File: config.mk
export PLATFORM = sky130hd
export DESIGN_NAME = i2c_share_arb
export DESIGN_NICKNAME = d
export VERILOG_FILES = /design/src/rtl/i2c_share_arb.sv
export SDC_FILE = /design/constraint.sdc
export NUM_CORES = 1
export LEC_CHECK = 0
export BUFFER_PORTS_ARGS = -buffer_cell sky130_fd_sc_hd__buf_4
export CAP_MARGIN = 20
export CORE_MARGIN = 5
export CORE_UTILIZATION = 30
export DETAILED_ROUTE_END_ITERATION = 10
export PLACE_DENSITY = 0.51
export SLEW_MARGIN = 15
export SYNTH_ARGS = -nofsm -noshare
export SYNTH_HDL_FRONTEND = slang
export SYNTH_SLANG_ARGS = --single-unit
File: constraint.sdc
create_clock -name clk_i -period 4.42 [get_ports clk_i]
set_input_delay 0.221 -clock clk_i [delete_from_list [all_inputs] [get_ports clk_i]]
set_output_delay 0.221 -clock clk_i [all_outputs]
set_load 0.02 [all_outputs]
File: src/rtl/i2c_share_arb.sv
// rtl/i2c_share_arb.sv - shares one I2C pad pair between the native and APB I2C masters.
// Optional stuck-SCL timeout is compiled in with I2C_SHARE_ARB_TIMEOUT_EN.
module i2c_share_arb #(
  parameter int TBUF_CYC    = 16,
  parameter int TIMEOUT_CYC = 65535,
  parameter bit DEF_SEL     = 1'b1
) (
  input  logic       clk_i,
  input  logic       rst_i,
  input  logic [1:0] req_i,
  output logic [1:0] gnt_o,
  output logic       sel_o,
  input  logic       scl_i,
  input  logic       sda_i,
  output logic       busy_o,
  output logic       timeout_o
);

  typedef enum logic [1:0] {S_FREE, S_OWNED, S_ACTIVE, S_HOLD} state_e;

  state_e     state_q, state_d;
  logic [1:0] gnt_q, gnt_d;
  logic       sel_q, sel_d;
  logic       last_q, last_d;
  logic [7:0] tbuf_q, tbuf_d;
  logic       scl_m_q, scl_s_q, scl_h_q;
  logic       sda_m_q, sda_s_q, sda_h_q;
  logic       start_det, stop_det, bus_idle, win_native;

  // Synchronizers idle high so reset never fakes a START or STOP.
  always_ff @(posedge clk_i or posedge rst_i) begin
    if (rst_i) begin
      scl_m_q <= 1'b1; scl_s_q <= 1'b1; scl_h_q <= 1'b1;
      sda_m_q <= 1'b1; sda_s_q <= 1'b1; sda_h_q <= 1'b1;
    end else begin
      scl_m_q <= scl_i; scl_s_q <= scl_m_q; scl_h_q <= scl_s_q;
      sda_m_q <= sda_i; sda_s_q <= sda_m_q; sda_h_q <= sda_s_q;
    end
  end

  assign start_det  = scl_s_q & scl_h_q & sda_h_q & ~sda_s_q;
  assign stop_det   = scl_s_q & scl_h_q & ~sda_h_q & sda_s_q;
  assign bus_idle   = scl_s_q & sda_s_q;
  assign win_native = (req_i == 2'b11) ? ~last_q : req_i[1];

`ifdef I2C_SHARE_ARB_TIMEOUT_EN
  logic [15:0] to_q, to_d;
  logic        to_fire, timeout_q;
`endif

  always_comb begin
    state_d = state_q;
    gnt_d   = gnt_q;
    sel_d   = sel_q;
    last_d  = last_q;
    tbuf_d  = '0;
`ifdef I2C_SHARE_ARB_TIMEOUT_EN
    to_d    = '0;
    to_fire = 1'b0;
`endif
    case (state_q)
      S_FREE: begin
        if (start_det) begin
          state_d = S_ACTIVE;
        end else if (|req_i) begin
          state_d = S_OWNED;
          gnt_d   = win_native ? 2'b10 : 2'b01;
          sel_d   = win_native;
          last_d  = win_native;
        end
      end
      S_OWNED: begin
        if (start_det) begin
          state_d = S_ACTIVE;
        end else if ((req_i & gnt_q) == 2'b00) begin
          state_d = S_FREE;
          gnt_d   = 2'b00;
        end
      end
      S_ACTIVE: begin
        if (stop_det) begin
          state_d = S_HOLD;
        end
`ifdef I2C_SHARE_ARB_TIMEOUT_EN
        else if (!scl_s_q) begin
          if (to_q == 16'(TIMEOUT_CYC - 1)) begin
            to_fire = 1'b1;
            gnt_d   = 2'b00;
            state_d = S_FREE;
          end else begin
            to_d = to_q + 16'd1;
          end
        end
`endif
      end
      S_HOLD: begin
        if (start_det) begin
          state_d = S_ACTIVE;
        end else if (bus_idle) begin
          if (tbuf_q == 8'(TBUF_CYC - 1)) begin
            state_d = S_FREE;
            gnt_d   = 2'b00;
          end else begin
            tbuf_d = tbuf_q + 8'd1;
          end
        end else begin
          tbuf_d = tbuf_q;
        end
      end
      default: state_d = S_FREE;
    endcase
  end

  always_ff @(posedge clk_i or posedge rst_i) begin
    if (rst_i) begin
      state_q <= S_FREE;
      gnt_q   <= 2'b00;
      sel_q   <= DEF_SEL;
      last_q  <= DEF_SEL;
      tbuf_q  <= '0;
    end else begin
      state_q <= state_d;
      gnt_q   <= gnt_d;
      sel_q   <= sel_d;
      last_q  <= last_d;
      tbuf_q  <= tbuf_d;
    end
  end

`ifdef I2C_SHARE_ARB_TIMEOUT_EN
  always_ff @(posedge clk_i or posedge rst_i) begin
    if (rst_i) begin
      to_q      <= '0;
      timeout_q <= 1'b0;
    end else begin
      to_q      <= to_d;
      timeout_q <= to_fire;
    end
  end
  assign timeout_o = timeout_q;
`else
  assign timeout_o = 1'b0;
`endif

  assign gnt_o  = gnt_q;
  assign sel_o  = sel_q;
  assign busy_o = (state_q == S_ACTIVE) || (state_q == S_HOLD);

endmodule

==> results.tsv <==
metric	value	unit
PwrDens	368.1	nW/um^2
largest net degree at the start of global routing	20	
Port Buffers	9	
Max Fclk	546.0	MHz
pins over their slew limit	0	
Die Ht	65.71	um
hpwl dp	1289	um
ranking of synthesized cells by area	dfrtp_1, dfstp_2, a21oi_1, nand2_1, nand3_1	
status	finished, final reports clean	
Yosys top cell area share	0.3226	
Worst EP arrival	2.03	ns
Yosys top cell by area	dfrtp_1	
critical path endpoint category	register	
final-report setup violation count	0	
first-pass GRT wire length	3180	um
Layout Utilization	0.3579	
wire per inst	13.83	um
core area	3003	um^2
DR vias/cell	5.326	
syn nets	94	
1st-pass router iterations	5	
CP endpoint	state_q[0]	
Seq cells post-synth	19	
CTS clk-pin slew, worst paths	0.12	ns
grt total ovfl	0	
Yosys cell types	37	
Seq/Total Area, Yosys	0.5202	
worst setup path startpoint	tbuf_q[4]	
Initial Utilization	0.3100	
maximum clock path buffer count	2	
VDD IR max	0.0001873	V
Worst-Margin Slew	0.7869	ns
post-CTS setup buffers	0	
YS warnings	0	
worst r2r path cells	4	
DIE WIDTH	65.71	um
clk sink count	19	
top cells by count, synth	dfrtp_1, dfstp_2, nand2_1	
Crit Path Max Fanout	5	
asr flop ratio synth	1.000	
final routed DRC violation total	0	
RePlAce Congestion	0.7949	
CTS tree	done	
H-tree depth	1	
GRT Overall Usage	0.09558	
count leader, synth	dfrtp_1	
die area	4317	um^2
Max-Cap Viols	0	
Hold WC Path Type	in2async	
DR iter-0 viols	22	
RSZ-0062 raised after global routing	no	
setup tns final	0	ns
final wirelength	1826	um
vias	703	
origin of the critical flop-to-flop path	tbuf_q[4]	
FF-to-FF End	state_q[0]	
initial antenna violation count	0	
worst reg-to-reg setup slack	2.59	ns
Synth Cell Area	930.9	um^2
insertion delay to the later sink of the worst-skew pair	0.31	ns
nets	107	
Num CTS Buffers	3	
Post-synth EDFFs	0	
Most used DFF post-synth	dfrtp_1	
clk root buf	clkbuf_4	
fin crit period	1.831	ns
Crit path required time	4.62	ns
standard-cell rows	20	
critical path launch point type	register	
Ports	11	
antenna fix cells	0	
worst setup path category	reg2reg	
Routed Antenna Nets	0	
leakage power	0.4540	nW
vias in the first global route	701	
area grow syn2layout	15.46	%
max_slew headroom	0.4754	
Post-Synthesis Cells	87	
Synth Area per Inst	10.70	um^2
crit share post-route	0.4143	
final hold vios	0	
layout cells sized above 1	0.2727	
Clock Skew	0.005595	ns
[worst max-delay path, stage by stage (launching register included)]
cell and delay (ns):
dfrtp_1 0.44, or4_4 0.59, nor3_2 0.17, a2bb2oi_1 0.19
mux2_1 0.34
[layer usage]
layer | vias up | global-route usage | wire length (um)
li1 | 343 | - | -
met1 | 350 | 0.1148 | 885
met2 | 8 | 0.1602 | 879
met3 | 2 | 0.03590 | 49
met4 | 0 | 0.02332 | 12
met5 | - | 0 | 0
[what timing repair did]
action	CTS	global route
hold endpoints to repair	2	0
resized for setup	0	0
hold buffers	2	0
[kinds of logic after synthesis]
| family | share of synthesized area |
|---|---|
| AO/OA/AOI/OAI | 0.1747 |
| XOR/XNOR | 0.009410 |
| adder cells (fa/ha/maj) | 0.01344 |
| buffers and inverters | 0.02823 |
| flip-flops | 0.5202 |
| multiplexers | 0.03897 |
| other | 0.004028 |
| AND/OR/NAND/NOR | 0.2110 |
[cell usage in the layout (no fill, tap or decap), types with 2 or more instances in the layout]
| master | n |
|---|---|
| nor3_1 | 2 |
| inv_1 | 3 |
| clkbuf_4 | 3 |
| a21oi_1 | 6 |
| or4_1 | 2 |
| nand3_1 | 5 |
| o31ai_1 | 2 |
| a21o_1 | 3 |
| buf_4 | 9 |
| or3_1 | 2 |
| nand2_1 | 7 |
| o21ai_0 | 4 |
| dfrtp_1 | 12 |
| nor2_1 | 6 |
| a22o_1 | 2 |
| dfstp_2 | 7 |
| dlygate4sd3_1 | 2 |
[flip-flops by register name (all words and copies together), names as in the netlist]
register  cells
tbuf_q        8
gnt_o         2
state_q       2
last_q        1
scl_h_q       1
scl_m_q       1
scl_s_q       1
sda_h_q       1
sda_m_q       1
sda_s_q       1
[where the power goes]
group,switching (mW),total (mW),internal (mW)
logic,0.0449,0.0863,0.0414
registers,0.0170,0.214,0.197
clock network,0.0608,0.0953,0.0345
total,0.123,0.396,0.273
[metrics by stage]
stage          instance area [um^2]  setup WS [ns]  hold WS (ns)  cells  power [mW]
2_1_floorplan                 930.9          2.722        0.1670     87      0.2680
3_3_place_gp                   1025          2.691        0.3314    126      0.3023
3_5_place_dp                   1025          2.626        0.3320    126      0.3036
4_1_cts                        1075          2.597       0.03529    132      0.4042
5_1_grt                        1075          2.518       0.06935    132      0.4193
6_report                       1075          2.589       0.02934    132      0.3956
[area by class of cell]
cell class	count	area [um^2]
Clock buffer	3	22.52
Clock inverter	1	7.507
Fill cell	312	1928
Inverter	3	11.26
Multi-Input combinational cell	62	420.4
Sequential cell	19	484.2
Tap cell	33	41.29
Timing Repair Buffer	11	87.58
[worst min path at each step]
stage / startpoint / endpoint / slack (ns) / cells after the start
after global placement: sda_i / sda_m_q / 0.33 / 1
after global routing: rst_i / tbuf_q[3] / 0.07 / 2
after floorplan: rst_i / gnt_o[0] / 0.17 / 1
after CTS: rst_i / tbuf_q[6] / 0.04 / 2
final: rst_i / tbuf_q[1] / 0.03 / 2
after detailed placement: sda_i / sda_m_q / 0.33 / 1
Note: power is estimated with default switching activity, not from simulation.
